**src/rtl/avalon_pkg.sv**
```systemverilog
// Shared types and constants for the Avalon-MM master bridge.
package avalon_pkg;

    localparam int DATA_W = 32;
    // Command address field is sized for the widest supported bus; unused upper bits stay zero.
    localparam int CMD_ADDR_W = 32;

    typedef enum logic [1:0] {
        IDLE    = 2'd0,
        REQ     = 2'd1,
        WAIT_RD = 2'd2,
        RESP    = 2'd3
    } state_t;

    typedef struct packed {
        logic                  write;
        logic [CMD_ADDR_W-1:0] address;
        logic [DATA_W-1:0]     data;
    } cmd_t;

endpackage

```
**src/rtl/avalon_master_bridge_if.sv**
```systemverilog
// Command/response and Avalon-MM signals of the bridge, bundled with bridge-side and environment-side views.
interface avalon_master_bridge_if #(
    parameter int ADDRESSWIDTH = 4
);
    import avalon_pkg::*;

    // cmd: a command transfers on a rising edge where cmd_valid and cmd_ready are both 1;
    // cmd_valid seen while cmd_ready=0 is dropped, not queued. rsp: rsp_valid is a one-cycle
    // pulse with no backpressure, rsp_data/rsp_error qualified by it.
    logic                    cmd_valid;
    logic                    cmd_ready;
    logic                    cmd_write;
    logic [ADDRESSWIDTH-1:0] cmd_address;
    logic [DATA_W-1:0]       cmd_data;
    logic                    rsp_valid;
    logic [DATA_W-1:0]       rsp_data;
    logic                    rsp_error;
    logic                    avm_read;
    logic                    avm_write;
    logic [ADDRESSWIDTH-1:0] avm_address;
    logic [DATA_W-1:0]       avm_writedata;
    logic                    avm_waitrequest;
    logic                    avm_readdatavalid;
    logic [DATA_W-1:0]       avm_readdata;

    modport master (
        input  cmd_valid, cmd_write, cmd_address, cmd_data,
        output cmd_ready, rsp_valid, rsp_data, rsp_error,
        output avm_read, avm_write, avm_address, avm_writedata,
        input  avm_waitrequest, avm_readdatavalid, avm_readdata
    );

    modport slave (
        output cmd_valid, cmd_write, cmd_address, cmd_data,
        input  cmd_ready, rsp_valid, rsp_data, rsp_error,
        input  avm_read, avm_write, avm_address, avm_writedata,
        output avm_waitrequest, avm_readdatavalid, avm_readdata
    );

endinterface

```
**src/rtl/avalon_master_bridge.sv**
```systemverilog
// Single-outstanding Avalon-MM initiator: one command in, one Avalon transfer out, one response pulse back.
// All outputs are registered from the next-state decode; a watchdog bounds time spent in REQ/WAIT_RD.
module avalon_master_bridge
    import avalon_pkg::*;
#(
    parameter int ADDRESSWIDTH = 4,
    parameter int TIMEOUT      = 255
) (
    input  logic                          clk,
    input  logic                          reset,
    avalon_master_bridge_if.master        bus,
    output state_t                        state_dbg
);

    localparam int TW = (TIMEOUT > 0) ? $clog2(TIMEOUT + 1) : 1;
    localparam logic [TW-1:0] TMO_LAST = TW'(TIMEOUT - 1);
    localparam logic [TW-1:0] TMO_MAX  = TW'(TIMEOUT);

    state_t            state, state_nxt;
    cmd_t              cmd_q, cmd_nxt;
    logic [TW-1:0]     timer, timer_nxt, timer_inc;
    logic [DATA_W-1:0] rsp_data_nxt;
    logic              rsp_error_nxt;
    logic              timeout_hit;

    // The watchdog fires in the cycle in which the timer would reach TIMEOUT, so a stuck
    // slave sees exactly TIMEOUT strobe cycles; it outranks waitrequest=0 / readdatavalid.
    always_comb begin
        timeout_hit = (TIMEOUT > 0) && (timer == TMO_LAST);
        timer_inc   = (timer == TMO_MAX) ? timer : timer + TW'(1);
    end

    always_comb begin
        state_nxt     = state;
        cmd_nxt       = cmd_q;
        timer_nxt     = timer;
        rsp_data_nxt  = '0;
        rsp_error_nxt = 1'b0;
        case (state)
            IDLE: begin
                if (bus.cmd_valid) begin
                    cmd_nxt.write   = bus.cmd_write;
                    cmd_nxt.address = CMD_ADDR_W'(bus.cmd_address);
                    cmd_nxt.data    = bus.cmd_data;
                    timer_nxt       = '0;
                    state_nxt       = REQ;
                end
            end
            REQ: begin
                if (timeout_hit) begin
                    timer_nxt     = timer_inc;
                    rsp_error_nxt = 1'b1;
                    state_nxt     = RESP;
                end else if (bus.avm_waitrequest) begin
                    timer_nxt = timer_inc;
                end else if (cmd_q.write) begin
                    state_nxt = RESP;
                end else begin
                    timer_nxt = '0;
                    state_nxt = WAIT_RD;
                end
            end
            WAIT_RD: begin
                if (timeout_hit) begin
                    timer_nxt     = timer_inc;
                    rsp_error_nxt = 1'b1;
                    state_nxt     = RESP;
                end else if (bus.avm_readdatavalid) begin
                    rsp_data_nxt = bus.avm_readdata;
                    state_nxt    = RESP;
                end else begin
                    timer_nxt = timer_inc;
                end
            end
            RESP:    state_nxt = IDLE;
            default: state_nxt = IDLE;
        endcase
    end

    always_ff @(posedge clk or negedge reset) begin
        if (!reset) begin
            state             <= IDLE;
            cmd_q             <= '0;
            timer             <= '0;
            bus.cmd_ready     <= 1'b0;
            bus.rsp_valid     <= 1'b0;
            bus.rsp_data      <= '0;
            bus.rsp_error     <= 1'b0;
            bus.avm_read      <= 1'b0;
            bus.avm_write     <= 1'b0;
            bus.avm_address   <= '0;
            bus.avm_writedata <= '0;
        end else begin
            state             <= state_nxt;
            cmd_q             <= cmd_nxt;
            timer             <= timer_nxt;
            bus.cmd_ready     <= (state_nxt == IDLE);
            bus.rsp_valid     <= (state_nxt == RESP);
            bus.rsp_data      <= rsp_data_nxt;
            bus.rsp_error     <= rsp_error_nxt;
            bus.avm_read      <= (state_nxt == REQ) && !cmd_nxt.write;
            bus.avm_write     <= (state_nxt == REQ) && cmd_nxt.write;
            bus.avm_address   <= (state_nxt == REQ) ? cmd_nxt.address[ADDRESSWIDTH-1:0] : '0;
            bus.avm_writedata <= ((state_nxt == REQ) && cmd_nxt.write) ? cmd_nxt.data : '0;
        end
    end

    assign state_dbg = state;

endmodule

```
**src/flat_wrapper.sv**
```systemverilog
// flat-port wrapper written by rule: the top's interface ports become plain ports
module avalon_master_bridge_flat import avalon_pkg::*;
#(
    parameter int ADDRESSWIDTH = 4,
    parameter int TIMEOUT      = 255
)
  (clk, reset, state_dbg, bus_cmd_valid, bus_cmd_write, bus_cmd_address, bus_cmd_data, bus_cmd_ready, bus_rsp_valid, bus_rsp_data, bus_rsp_error, bus_avm_read, bus_avm_write, bus_avm_address, bus_avm_writedata, bus_avm_waitrequest, bus_avm_readdatavalid, bus_avm_readdata);
  avalon_master_bridge_if #(.ADDRESSWIDTH(ADDRESSWIDTH)) bus_i ();
  input  logic clk;
  input  logic reset;
  output state_t state_dbg;
  input wire logic [$bits(bus_i.cmd_valid)-1:0] bus_cmd_valid;
  input wire logic [$bits(bus_i.cmd_write)-1:0] bus_cmd_write;
  input wire logic [$bits(bus_i.cmd_address)-1:0] bus_cmd_address;
  input wire logic [$bits(bus_i.cmd_data)-1:0] bus_cmd_data;
  output wire logic [$bits(bus_i.cmd_ready)-1:0] bus_cmd_ready;
  output wire logic [$bits(bus_i.rsp_valid)-1:0] bus_rsp_valid;
  output wire logic [$bits(bus_i.rsp_data)-1:0] bus_rsp_data;
  output wire logic [$bits(bus_i.rsp_error)-1:0] bus_rsp_error;
  output wire logic [$bits(bus_i.avm_read)-1:0] bus_avm_read;
  output wire logic [$bits(bus_i.avm_write)-1:0] bus_avm_write;
  output wire logic [$bits(bus_i.avm_address)-1:0] bus_avm_address;
  output wire logic [$bits(bus_i.avm_writedata)-1:0] bus_avm_writedata;
  input wire logic [$bits(bus_i.avm_waitrequest)-1:0] bus_avm_waitrequest;
  input wire logic [$bits(bus_i.avm_readdatavalid)-1:0] bus_avm_readdatavalid;
  input wire logic [$bits(bus_i.avm_readdata)-1:0] bus_avm_readdata;
  assign bus_i.cmd_valid = bus_cmd_valid;
  assign bus_i.cmd_write = bus_cmd_write;
  assign bus_i.cmd_address = bus_cmd_address;
  assign bus_i.cmd_data = bus_cmd_data;
  assign bus_cmd_ready = bus_i.cmd_ready;
  assign bus_rsp_valid = bus_i.rsp_valid;
  assign bus_rsp_data = bus_i.rsp_data;
  assign bus_rsp_error = bus_i.rsp_error;
  assign bus_avm_read = bus_i.avm_read;
  assign bus_avm_write = bus_i.avm_write;
  assign bus_avm_address = bus_i.avm_address;
  assign bus_avm_writedata = bus_i.avm_writedata;
  assign bus_i.avm_waitrequest = bus_avm_waitrequest;
  assign bus_i.avm_readdatavalid = bus_avm_readdatavalid;
  assign bus_i.avm_readdata = bus_avm_readdata;
  avalon_master_bridge #(.ADDRESSWIDTH(ADDRESSWIDTH), .TIMEOUT(TIMEOUT)) u_core (.clk(clk), .reset(reset), .bus(bus_i), .state_dbg(state_dbg));
endmodule
```
**config.mk**
```make
export PLATFORM = sky130hd
export DESIGN_NAME = avalon_master_bridge_flat
export DESIGN_NICKNAME = d
export VERILOG_FILES = /design/src/rtl/avalon_pkg.sv /design/src/rtl/avalon_master_bridge_if.sv /design/src/rtl/avalon_master_bridge.sv /design/src/flat_wrapper.sv
export SDC_FILE = /design/constraint.sdc
export NUM_CORES = 1
export LEC_CHECK = 0
export BUFFER_PORTS_ARGS = -buffer_cell sky130_fd_sc_hd__buf_2
export CELL_PAD_IN_SITES_DETAIL_PLACEMENT = 1
export CELL_PAD_IN_SITES_GLOBAL_PLACEMENT = 2
export CORE_ASPECT_RATIO = 0.7
export CORE_MARGIN = 4
export CORE_UTILIZATION = 35
export DETAILED_ROUTE_END_ITERATION = 10
export PLACE_DENSITY = 0.94
export SLEW_MARGIN = 10
export SYNTH_ARGS = -nofsm -noshare
export SYNTH_HDL_FRONTEND = slang
export SYNTH_SLANG_ARGS = --single-unit
```
**constraint.sdc**
```tcl
create_clock -name clk -period 5 [get_ports clk]
set_input_delay 0.25 -clock clk [delete_from_list [all_inputs] [get_ports clk]]
set_output_delay 0.25 -clock clk [all_outputs]
set_load 0.005 [all_outputs]
```
Yosys cells after proc, flatten, opt, wreduce, memory -nomap -nowiden
Index checks and enable logic that the tools add are counted.
- bits in registers: 120
- latch bits: 0
- memory bits (writable): 0
- memory bits (read-only): 0
- input port bits: 74
- output and inout bits: 75
- logic and storage cells: 56
- memories: 0
- add/sub/neg operators: 1
- multiply operators: 0
- div/mod/pow operators: 0
- magnitude comparators: 0
- equality and inequality tests: 10
- shift operators: 0
- muxes and demuxes: 24
- bitwise operators: 0
- reductions and logical operators: 8
- operators with widths (kind ; count):
    2-to-1 mux 65 bit ; 2
    2-to-1 mux 32 bit ; 4
    2-to-1 mux 8 bit ; 7
    case mux 8 bit (3 select lines) ; 1
    == test 8 bit (second input constant) ; 2
    2-to-1 mux 2 bit ; 5
    adder 8 x 1 -> 8 bit (second input constant) ; 1
    case mux 2 bit (4 select lines) ; 1
    == test 2 bit (second input constant) ; 3
    == test 2 x 1 -> 1 bit (second input constant) ; 2
    zero test 2 bit ; 2
    2-to-1 mux 4 bit ; 1
    inequality test 4 bit (second input constant) ; 1
    AND reduction 4 bit ; 1
    2-to-1 mux 1 bit ; 3
    inequality test 3 x 2 -> 1 bit (second input constant) ; 1
    nonzero test 3 bit ; 1
    logical AND 1 bit ; 2
    inequality test 2 bit (second input constant) ; 1
    OR reduction 2 bit ; 1
    zero test 1 bit ; 1

Depth between registers and ports, before layout
Gate-level depths: netlist of the first run.
- word-level depth: 7
- gate-level depth with buffers: 8
- mapped depth without buffers: 7

Worst setup path after synthesis of the first run
Ideal clock, no wire load.
- path type: register to register
- start point: reg u_core.state[0] (netlist: u_core.state_dbg[0])
- end point: reg u_core.bus.avm_writedata[10]
- setup time: 0.118 ns
- arrival time: 1.873 ns
- required time: 4.882 ns
- path slack: 3.009 ns
- stages on the path, launching flop included: 8
- buffers on the path: 2
- period minus slack after synthesis: 1.991 ns
- cells stage by stage: dfrtp_1 -> inv_1 -> ha_1 -> clkbuf_1 -> nand2_1 -> buf_2 -> mux2_2 -> nor2b_1
- RTL lines (what ; line ; source):
    start: declaration ; avalon_master_bridge.sv:19 ; state_t state, state_nxt;
    start signal: assignment ; avalon_master_bridge.sv:94 ; state <= state_nxt;
    end signal: assignment ; avalon_master_bridge.sv:104 ; bus.avm_writedata <= ((state_nxt == REQ) && cmd_nxt.write) ? cmd_nxt.data : '0;
    end: declaration ; avalon_master_bridge_if.sv:29 ; output avm_read, avm_write, avm_address, avm_writedata,

==> impl_metrics.tcl, run 1 <==
set metrics [dict create \
    grt_util_met3 0.05426 \
    synth.area.top_cells "dfrtp_1 68%, mux2_2 8.4%, and2_1 4.7%, nor2b_1 4.7%, ha_1 1.7%" \
    avgViaCountPerCell 4.622 \
    path_cells "inv_1, ha_1, nand2_2, mux2_2, nand2b_2, nor2b_1" \
    synthArstFlopShare 1.000 \
    final-setup-viol-count 0 \
    wl_per_cell_um 16.52 \
    io_pins 149 \
    first_pass_iters 4 \
    grt_use_met2 0.2486 \
    clock.fmax_mhz 339.0 \
    max_slew_margin 0.3870 \
    grt_setup_unrepaired "false" \
    period_minus_slack_ns 2.950 \
    nets 563 \
    end_kind "register" \
    synthesis.nets 406 \
    pwr_density_cell_nw_per_um2 577.9 \
    drive_gt1_frac 0.4444 \
    vias 3041 \
    maxSlewViolCount 0 \
    cts_buffers 17 \
    gr-total-overflow 0 \
    slowest_delay_ns 0.70 \
    drc 0 \
    synthFlopType "dfrtp_1" \
    cts_htree_levels 4 \
    syn_to_final_growth_pct 33.47 \
    std_cell_rows 34 \
    syn_area_um2 4433 \
    use_met1 0.1950 \
    clkPwrFrac 0.347 \
    crit_path_start_kind "register" \
    worstHoldPathCells 2 \
    io_buffer_count 148 \
    pwr-share-comb 0.257 \
    leakagePower_nw 3.080 \
    coreArea_um2 12420 \
    hold_viol 0 \
    n_fill_cell 1332 \
    die_h_um 102.2 \
    finalSetupTns_ns 0 \
    pre_cts_slack_ns 2.005 \
    ys_warn_count 0 \
    ys_seq_area_frac 0.6774 \
    maxCapViolations 0 \
    cp_max_fo 37 \
    synthCells 326 \
    first_iter_violations 73 \
    tightest_slew_ns 0.9163 \
    path_clk_slew_ns 0.06 \
    p_sw_mw 1.012 \
    busiest_layer "met2" \
    track_usage 0.1560 \
    die_area_um2 14560 \
    synth_top_area_cell "dfrtp_1" \
    cp_slowest_cell "nand2_2" \
    p_sw_frac 0.2960 \
    path_buf_inv 1 \
    ant_nets 0 \
    avgSynthCellArea_um2 13.60 \
    cts_setup_buffers 0 \
    required_ns 5.24 \
    worstSetupPathDepth 6 \
    outcome "finished clean" \
    clk_latency_ns 0.40 \
    drt_wl_total_um 10870 \
    root_buffer "clkbuf_16" \
    worst_clock_skew_ns 0.01192 \
    antenna_found_initial 2 \
    crit_arrival_ns 3.19 \
    worst_hold_path_type "primary input to register" \
    internal-power_mw 2.407 \
    grt_max_degree 63 \
    p_seq_frac 0.396 \
    first_global_vias 3454 \
    yosysTopAreaCellShare 0.6774 \
    tritoncts "built" \
    fin_crit_sh 0.5899 \
    ys_types 33 \
    path_delay_family "simple AND/OR/NAND/NOR gates" \
    utilization 0.4763 \
    setup_slack_ns 2.050 \
    synth_edf_count 0 \
    place_hpwl_um 7763 \
    die_width_um 142.5 \
    max-vdd-ir-drop_uv 266.6 \
    ys_ff_latch 120 \
    cts_buffer_depth 2 \
    criticalPathCategory "register to register" \
    clock-sinks 120 \
    start_util 0.3569 \
    power_mw 3.419 \
    r2r_cells 6 \
    grt_pass1_wl_um 17640 \
    routabilityCongestion 0.8095 \
]
-- cells in the final DEF, fill, tap and decap left out, types with 2 or more instances in the layout --
master / instances
buf_4: 3
nor2b_1: 33
o31ai_1: 2
nand2_1: 15
a21oi_1: 14
nand4b_1: 2
buf_2: 147
nand4_1: 2
a41oi_1: 2
nor2_1: 9
clkinv_4: 4
nand3_1: 11
clkbuf_16: 17
mux2_2: 33
o21ai_0: 6
inv_1: 5
a21oi_2: 2
clkinvlp_4: 2
inv_6: 3
ha_1: 6
dfrtp_1: 120
mux2i_1: 4
bufinv_16: 2
clkinv_2: 3
and2_1: 33
-- metrics by stage --
stage / hold slack (ns) / instances / area, um2
floorplan: -0.04559 / 326 / 4433
global placement: 0.3534 / 625 / 5328
detailed placement: 0.3734 / 625 / 5328
CTS: 0.03623 / 657 / 5914
global route: 0.03858 / 658 / 5917
finish: 0.05661 / 658 / 5917
-- layer usage --
metal,vias up,wire (um),share of wire
met4,2,193,0.018
met3,14,697,0.064
met5,-,20,0.0018
li1,1410,-,-
met1,1526,4683,0.43
met2,89,5276,0.49
-- worst register-to-register path, delay by kind of cell (launching register included) --
kind / cells / cell delay, ns
buf+inv: 1 / 0.14
simple gates: 3 / 1.38
flops: 1 / 0.51
fa+ha+maj: 1 / 0.30
mux: 1 / 0.46
-- power groups by stage --
stage	sequential, mW	combinational (mW)	clock, mW
after floorplan	1.36	0.570	0
after global placement	1.35	0.841	0
after detailed placement	1.37	0.894	0
after CTS	1.36	0.900	1.22
after global routing	1.39	0.986	1.26
final	1.35	0.880	1.19
-- cells in the mapped netlist (2+ instances only) --
library cell  count
a21oi_1          14
a21oi_2           2
a41oi_1           2
and2_1           33
buf_2             4
buf_4             4
clkbuf_1          5
dfrtp_1         120
ha_1              6
inv_1             5
mux2_2           33
mux2i_1           4
nand2_1          16
nand3_1          11
nand4_1           2
nand4b_1          2
nor2_1            9
nor2b_1          33
o21ai_0           6
o31ai_1           2
-- repair_timing --
item,in CTS,in global routing
hold buffers,1,0
endpoints found under the hold margin,58,0
resized for setup,0,0
-- worst paths after layout --
check / slack [ns] / end / from
hold reg to reg: 0.48 / u_core.cmd_q[35] / u_core.cmd_q[35]
setup / recovery: 2.05 / u_core.bus.avm_writedata[25] / u_core.state_dbg[0]
setup reg to reg: 2.05 / u_core.bus.avm_writedata[25] / u_core.state_dbg[0]
max in group asynchronous: 3.26 / u_core.bus.rsp_data[18] / reset
hold / removal: 0.06 / u_core.bus.rsp_data[28] / bus_avm_readdata[28]
min in group asynchronous: 0.47 / u_core.bus.rsp_data[21] / reset
-- state kept, by name, indices dropped and copies added (netlist names) --
register	count
u_core.bus.avm_write	1
u_core.bus.rsp_valid	1
u_core.bus.avm_writedata	32
u_core.bus.avm_read	1
u_core.bus.cmd_ready	1
u_core.timer	8
u_core.bus.rsp_error	1
u_core.cmd_q	37
u_core.bus.rsp_data	32
u_core.bus.avm_address	4
u_core.state_dbg	2
-- final cells by class --
type                            count  area (um2)  share of cell area
Clock inverter                     14       151.4             0.02559
Clock buffer                       17       425.4             0.07190
Antenna cell                        1       2.502           0.0004229
Timing Repair Buffer              151       768.2              0.1298
Multi-Input combinational cell    188        1345              0.2273
Tap cell                          162       202.7             0.03426
Inverter                            5       18.77            0.003172
Sequential cell                   120        3003              0.5075
-- cells by family after synthesis --
group	synth area share
AND/OR/NAND/NOR	0.1437
flip-flops	0.6774
adder cells (fa/ha/maj)	0.01693
buffers and inverters	0.01976
multiplexers	0.09286
AO/OA/AOI/OAI	0.04940
Note: power is estimated with default switching activity, not from simulation.
==> inputs of run 2 (changes only) <==
--- a/config.mk
+++ b/config.mk
@@ -10,9 +10,9 @@
 export CELL_PAD_IN_SITES_GLOBAL_PLACEMENT = 2
 export CORE_ASPECT_RATIO = 0.7
 export CORE_MARGIN = 4
-export CORE_UTILIZATION = 35
+export CORE_UTILIZATION = 32
 export DETAILED_ROUTE_END_ITERATION = 10
-export PLACE_DENSITY = 0.94
+export PLACE_DENSITY = 0.88
 export SLEW_MARGIN = 10
 export SYNTH_ARGS = -nofsm -noshare
 export SYNTH_HDL_FRONTEND = slang
==> constraint.sdc (replaced) <==
create_clock -name clk -period 3 [get_ports clk]
set_input_delay 0.15 -clock clk [delete_from_list [all_inputs] [get_ports clk]]
set_output_delay 0.15 -clock clk [all_outputs]
set_load 0.005 [all_outputs]
==> impl_metrics.tcl, run 2 (synthesis gave the netlist of run 1 again) <==
set metrics [dict create \
    drive_gt1_frac 0.3989 \
    cts_buffer_depth 2 \
    path_clk_slew_ns 0.06 \
    grt_pass1_wl_um 20240 \
    routabilityCongestion 0.8203 \
    std_cell_rows 35 \
    cts_setup_buffers 0 \
    outcome "finished clean" \
    antenna_found_initial 0 \
    leakagePower_nw 3.341 \
    ant_nets 0 \
    top_regs "u_core.cmd_q (37), u_core.bus.avm_writedata (32), u_core.bus.rsp_data (32)" \
    tritoncts "built" \
    setup_slack_ns 0.6126 \
    syn_to_final_growth_pct 48.46 \
    first_global_vias 3793 \
    cts_resized 0 \
    coreArea_um2 13360 \
    worst_clock_skew_ns 0.009508 \
    root_buffer "clkbuf_16" \
    first_pass_iters 4 \
    worst_hold_path_type "primary input to register" \
    max_slew_margin 0.4476 \
    clk_latency_ns 0.41 \
    layout_common_cells "147 x buf_2, 120 x dfrtp_1, 62 x dlygate4sd3_1" \
    regMostFlops "u_core.cmd_q" \
    grt_max_degree 65 \
    die_width_um 148.7 \
    tightest_slew_ns 0.8285 \
    io_pins 149 \
    drt_wl_total_um 12130 \
    required_ns 3.33 \
    crit_path_start_kind "register" \
    track_usage 0.1640 \
    finalSetupTns_ns 0 \
    criticalPathCategory "register to register" \
    io_buffer_count 148 \
    end_kind "register" \
    vias 3311 \
    period_minus_slack_ns 2.387 \
    cts_buffers 17 \
    slowest_delay_ns 0.50 \
    path_cells "inv_1, ha_1, nand4b_1, nor2_1, a22oi_4, nand2b_2, buf_4, nor2b_1" \
    cp_slowest_cell "dfrtp_1" \
    placed_cell_area_um2 5384 \
    min_from "bus_cmd_data[27]" \
    grt_setup_unrepaired "false" \
    die_h_um 106.5 \
    hold_buffers 62 \
    clock-sinks 120 \
    final-setup-viol-count 0 \
    drc 0 \
    max-vdd-ir-drop_uv 418.0 \
    wl_per_cell_um 16.31 \
    cp_max_fo 18 \
    clock.fmax_mhz 418.9 \
    maxSlewViolCount 0 \
    cts_htree_levels 4 \
    gr-total-overflow 0 \
    fin_crit_sh 0.7958 \
    r2r-start "u_core.state_dbg[0]" \
    largest_register_ffs 37 \
    die_area_um2 15830 \
    start_util 0.3319 \
    antenna_cells 0 \
    layout_commonest_cell "buf_2" \
    final_cell_area_um2 6581 \
    maxCapViolations 0 \
    pwr_density_cell_nw_per_um2 879.0 \
    place_hpwl_um 7922 \
    crit_arrival_ns 2.72 \
    nets 626 \
    hold_viol 0 \
    avgViaCountPerCell 4.450 \
    startpoint "u_core.state_dbg[0]" \
    first_iter_violations 118 \
    pre_cts_slack_ns 0.5898 \
]
[run 2: changes by cell type in the layout (fill, tap and decap cells not counted), sizes merged, moves of 2 or more]
cell	delta
inv	+4
clkinv	-5
dlygate4sd3	+61
buf	+2
clkinvlp	+2
[run 2: worst paths after layout]
kind                                           endpoint  slack, ns  cells past startpoint
setup / recovery           u_core.bus.avm_writedata[23]       0.61                      8
hold / removal                         u_core.cmd_q[27]       0.01                      2
setup reg to reg           u_core.bus.avm_writedata[23]       0.61                      8
hold reg to reg                        u_core.cmd_q[33]       0.48                      2
max in group asynchronous               u_core.cmd_q[8]       1.80                      3
min in group asynchronous          u_core.bus.cmd_ready       0.39                      2
[run 2: final cells by class]
| class | count | area, um2 |
|---|---|---|
| Clock buffer | 18 | 439.2 |
| Clock inverter | 14 | 137.6 |
| Fill cell | 1419 | 6775 |
| Inverter | 5 | 18.77 |
| Multi-Input combinational cell | 188 | 1345 |
| Sequential cell | 120 | 3003 |
| Tap cell | 185 | 231.5 |
| Timing Repair Buffer | 214 | 1406 |
[run 2: report_power, final]
group	switching, mW	total [mW]	leakage, nW	internal [mW]
Sequential	0.164	2.25	1.57	2.09
Combinational	0.793	1.55	1.49	0.758
Clock	0.798	1.98	0.273	1.18
Total	1.76	5.79	3.34	4.03
[run 2: routing by layer]
layer	part of all wire	routed length, um	global-route usage	vias to the layer above
li1	-	-	-	1533
met1	0.40	4874	0.1934	1662
met2	0.51	6207	0.2778	100
met3	0.074	895	0.06093	16
met4	0.013	154	0.05405	0
met5	0	0	0	-
[run 2: critical path, delay by kind of cell, from the launching register on]
kind	cells	cell delay [ns]
and+or+nand+nor	4	0.93
DFF	1	0.50
buffers and inverters	2	0.44
adders and majority gates	1	0.29
AOI/OAI and AO/OA	1	0.13
[run 2: through the flow]
step / std cells / hold slack [ns] / utilization / total power, mW
final: 744 / 0.01360 / 0.4927 / 5.785
after global routing: 744 / 0.004838 / 0.4927 / 6.159
after CTS: 744 / 0.001210 / 0.4927 / 5.857
after detailed placement: 650 / 0.3102 / 0.4031 / 3.784
after global placement: 650 / 0.2881 / 0.4031 / 3.682
after floorplan: 326 / -0.1456 / - / 3.217
==> inputs of run 3 (changes only) <==
--- a/config.mk
+++ b/config.mk
@@ -10,9 +10,9 @@
 export CELL_PAD_IN_SITES_GLOBAL_PLACEMENT = 2
 export CORE_ASPECT_RATIO = 0.7
 export CORE_MARGIN = 4
-export CORE_UTILIZATION = 32
+export CORE_UTILIZATION = 29
 export DETAILED_ROUTE_END_ITERATION = 10
-export PLACE_DENSITY = 0.88
+export PLACE_DENSITY = 0.85
 export SLEW_MARGIN = 10
 export SYNTH_ARGS = -nofsm -noshare
 export SYNTH_HDL_FRONTEND = slang
==> constraint.sdc (replaced) <==
create_clock -name clk -period 2.1 [get_ports clk]
set_input_delay 0.105 -clock clk [delete_from_list [all_inputs] [get_ports clk]]
set_output_delay 0.105 -clock clk [all_outputs]
set_load 0.005 [all_outputs]
==> impl_metrics.tcl, run 3 (synthesis gave the netlist of run 1 again) <==
set metrics [dict create \
    outcome "finished clean" \
    antenna_cells 0 \
    gr-total-overflow 0 \
    max_slew_margin 0.6567 \
    startpoint "u_core.state_dbg[1]" \
    tightest_slew_ns 0.5149 \
    maxSlewViolCount 0 \
    required_ns 2.39 \
    crit_arrival_ns 2.21 \
    io_pins 149 \
    n_fill_cell 1605 \
    cts_htree_levels 4 \
    criticalPathCategory "register to register" \
    die_area_um2 17360 \
    utilization 0.4559 \
    cts_buffer_depth 2 \
    hold_viol 0 \
    io_buffer_count 148 \
    vias 3343 \
    antenna_found_initial 0 \
    nets 638 \
    drive_gt1_frac 0.4046 \
    finalSetupTns_ns 0 \
    min_from "bus_cmd_valid" \
    max-vdd-ir-drop_uv 561.9 \
    path_clk_slew_ns 0.06 \
    first_pass_iters 4 \
    cp_max_fo 33 \
    drc 0 \
    std_cell_rows 37 \
    grt_pass1_wl_um 20520 \
    cts_buffers 17 \
    fin_crit_sh 0.9114 \
    crit_path_start_kind "register" \
    leakagePower_nw 3.416 \
    worst_clock_skew_ns 0.009227 \
    end_kind "register" \
    track_usage 0.1491 \
    root_buffer "clkbuf_16" \
    regMostFlops "u_core.cmd_q" \
    use_met1 0.1813 \
    first_iter_violations 121 \
    clock-sinks 120 \
    grt_setup_unrepaired "false" \
    die_width_um 155.8 \
    first_global_vias 3872 \
    final-setup-viol-count 0 \
    maxCapViolations 0 \
    avgViaCountPerCell 4.364 \
    pwr_density_cell_nw_per_um2 1256 \
    grt_use_met2 0.2473 \
    worst_hold_path_type "primary input to register" \
    largest_register_ffs 37 \
    wl_per_cell_um 15.89 \
    start_util 0.2992 \
    r2r-start "u_core.state_dbg[1]" \
    place_hpwl_um 7826 \
    grt_util_met3 0.05944 \
    busiest_layer "met2" \
    clk_latency_ns 0.41 \
    holdWs_ns 0.07327 \
    die_h_um 111.4 \
    grt_max_degree 58 \
    coreArea_um2 14810 \
    layout_commonest_cell "buf_2" \
    layout_common_cells "147 x buf_2, 120 x dfrtp_1, 70 x dlygate4sd3_1" \
    top_regs "u_core.cmd_q (37), u_core.bus.avm_writedata (32), u_core.bus.rsp_data (32)" \
    routabilityCongestion 0.7648 \
    period_minus_slack_ns 1.914 \
    drt_wl_total_um 12170 \
    syn_to_final_growth_pct 52.36 \
    tritoncts "built" \
    ant_nets 0 \
    clock.fmax_mhz 522.5 \
]
-- run 3: cell count changes in the layout (fill, tap and decap cells not counted), sizes merged --
cell,before,now
dlygate4sd3,62,70
buf,152,156
clkinv,2,6
clkinvlp,4,2
inv,12,9
bufinv,1,2
-- run 3: what timing repair did --
action                     in CTS  in global routing
setup endpoints to repair       0                 39
buffers inserted                0                  0
gates resized for setup         0                  6
hold buffers                   70                  0
hold endpoints to repair      110                  0
-- run 3: where the power goes --
part           internal (mW)  switching, mW  leakage [nW]  total (mW)
registers               2.99          0.221          1.57        3.21
logic                   1.18           1.20          1.55        2.38
clock network           1.79           1.11         0.287        2.90
-- run 3: worst paths after layout --
check,end,slack [ns],depth (start not counted)
worst max-delay path,u_core.bus.avm_writedata[10],0.19,7
worst min-delay path,u_core.cmd_q[32],0.07,3
worst max register to register,u_core.bus.avm_writedata[10],0.19,7
worst min register to register,u_core.cmd_q[13],0.49,1
max in group asynchronous,u_core.bus.rsp_data[1],1.15,3
min in group asynchronous,u_core.bus.avm_writedata[26],0.21,2
-- run 3: metrics by stage --
step                std cells  power, mW  cell area [um2]  setup slack, ns
finish                    766      8.484             6754           0.1861
floorplan                 326      4.595             4433           0.1094
CTS                       766      8.558             6739          0.06340
global route              766      9.052             6754          0.03904
detailed placement        664      5.512             5451          0.07472
global placement          664      5.376             5451           0.1790
-- run 3: layer usage --
| metal | wire length (um) | part of all wire |
|---|---|---|
| met1 | 4987 | 0.41 |
| met2 | 6162 | 0.51 |
| met3 | 852 | 0.070 |
| met4 | 171 | 0.014 |
| met5 | 0 | 0 |
-- run 3: layout make-up --
| class | instances | area, um2 | area share |
|---|---|---|---|
| inverter | 5 | 18.77 | 0.002779 |
| multi-input combinational | 188 | 1360 | 0.2014 |
| tap | 195 | 244.0 | 0.03612 |
| clock buffer | 18 | 439.2 | 0.06502 |
| sequential | 120 | 3003 | 0.4446 |
| clock inverter | 14 | 147.6 | 0.02186 |
| timing repair buffer | 226 | 1541 | 0.2282 |
-- run 3: critical path: stages, from the launching register on --
cell      delay, ns
dfrtp_1        0.43
inv_2          0.11
ha_2           0.23
nand2_2        0.23
mux2_2         0.40
nand2b_2       0.09
buf_12         0.20
nor2b_1        0.08
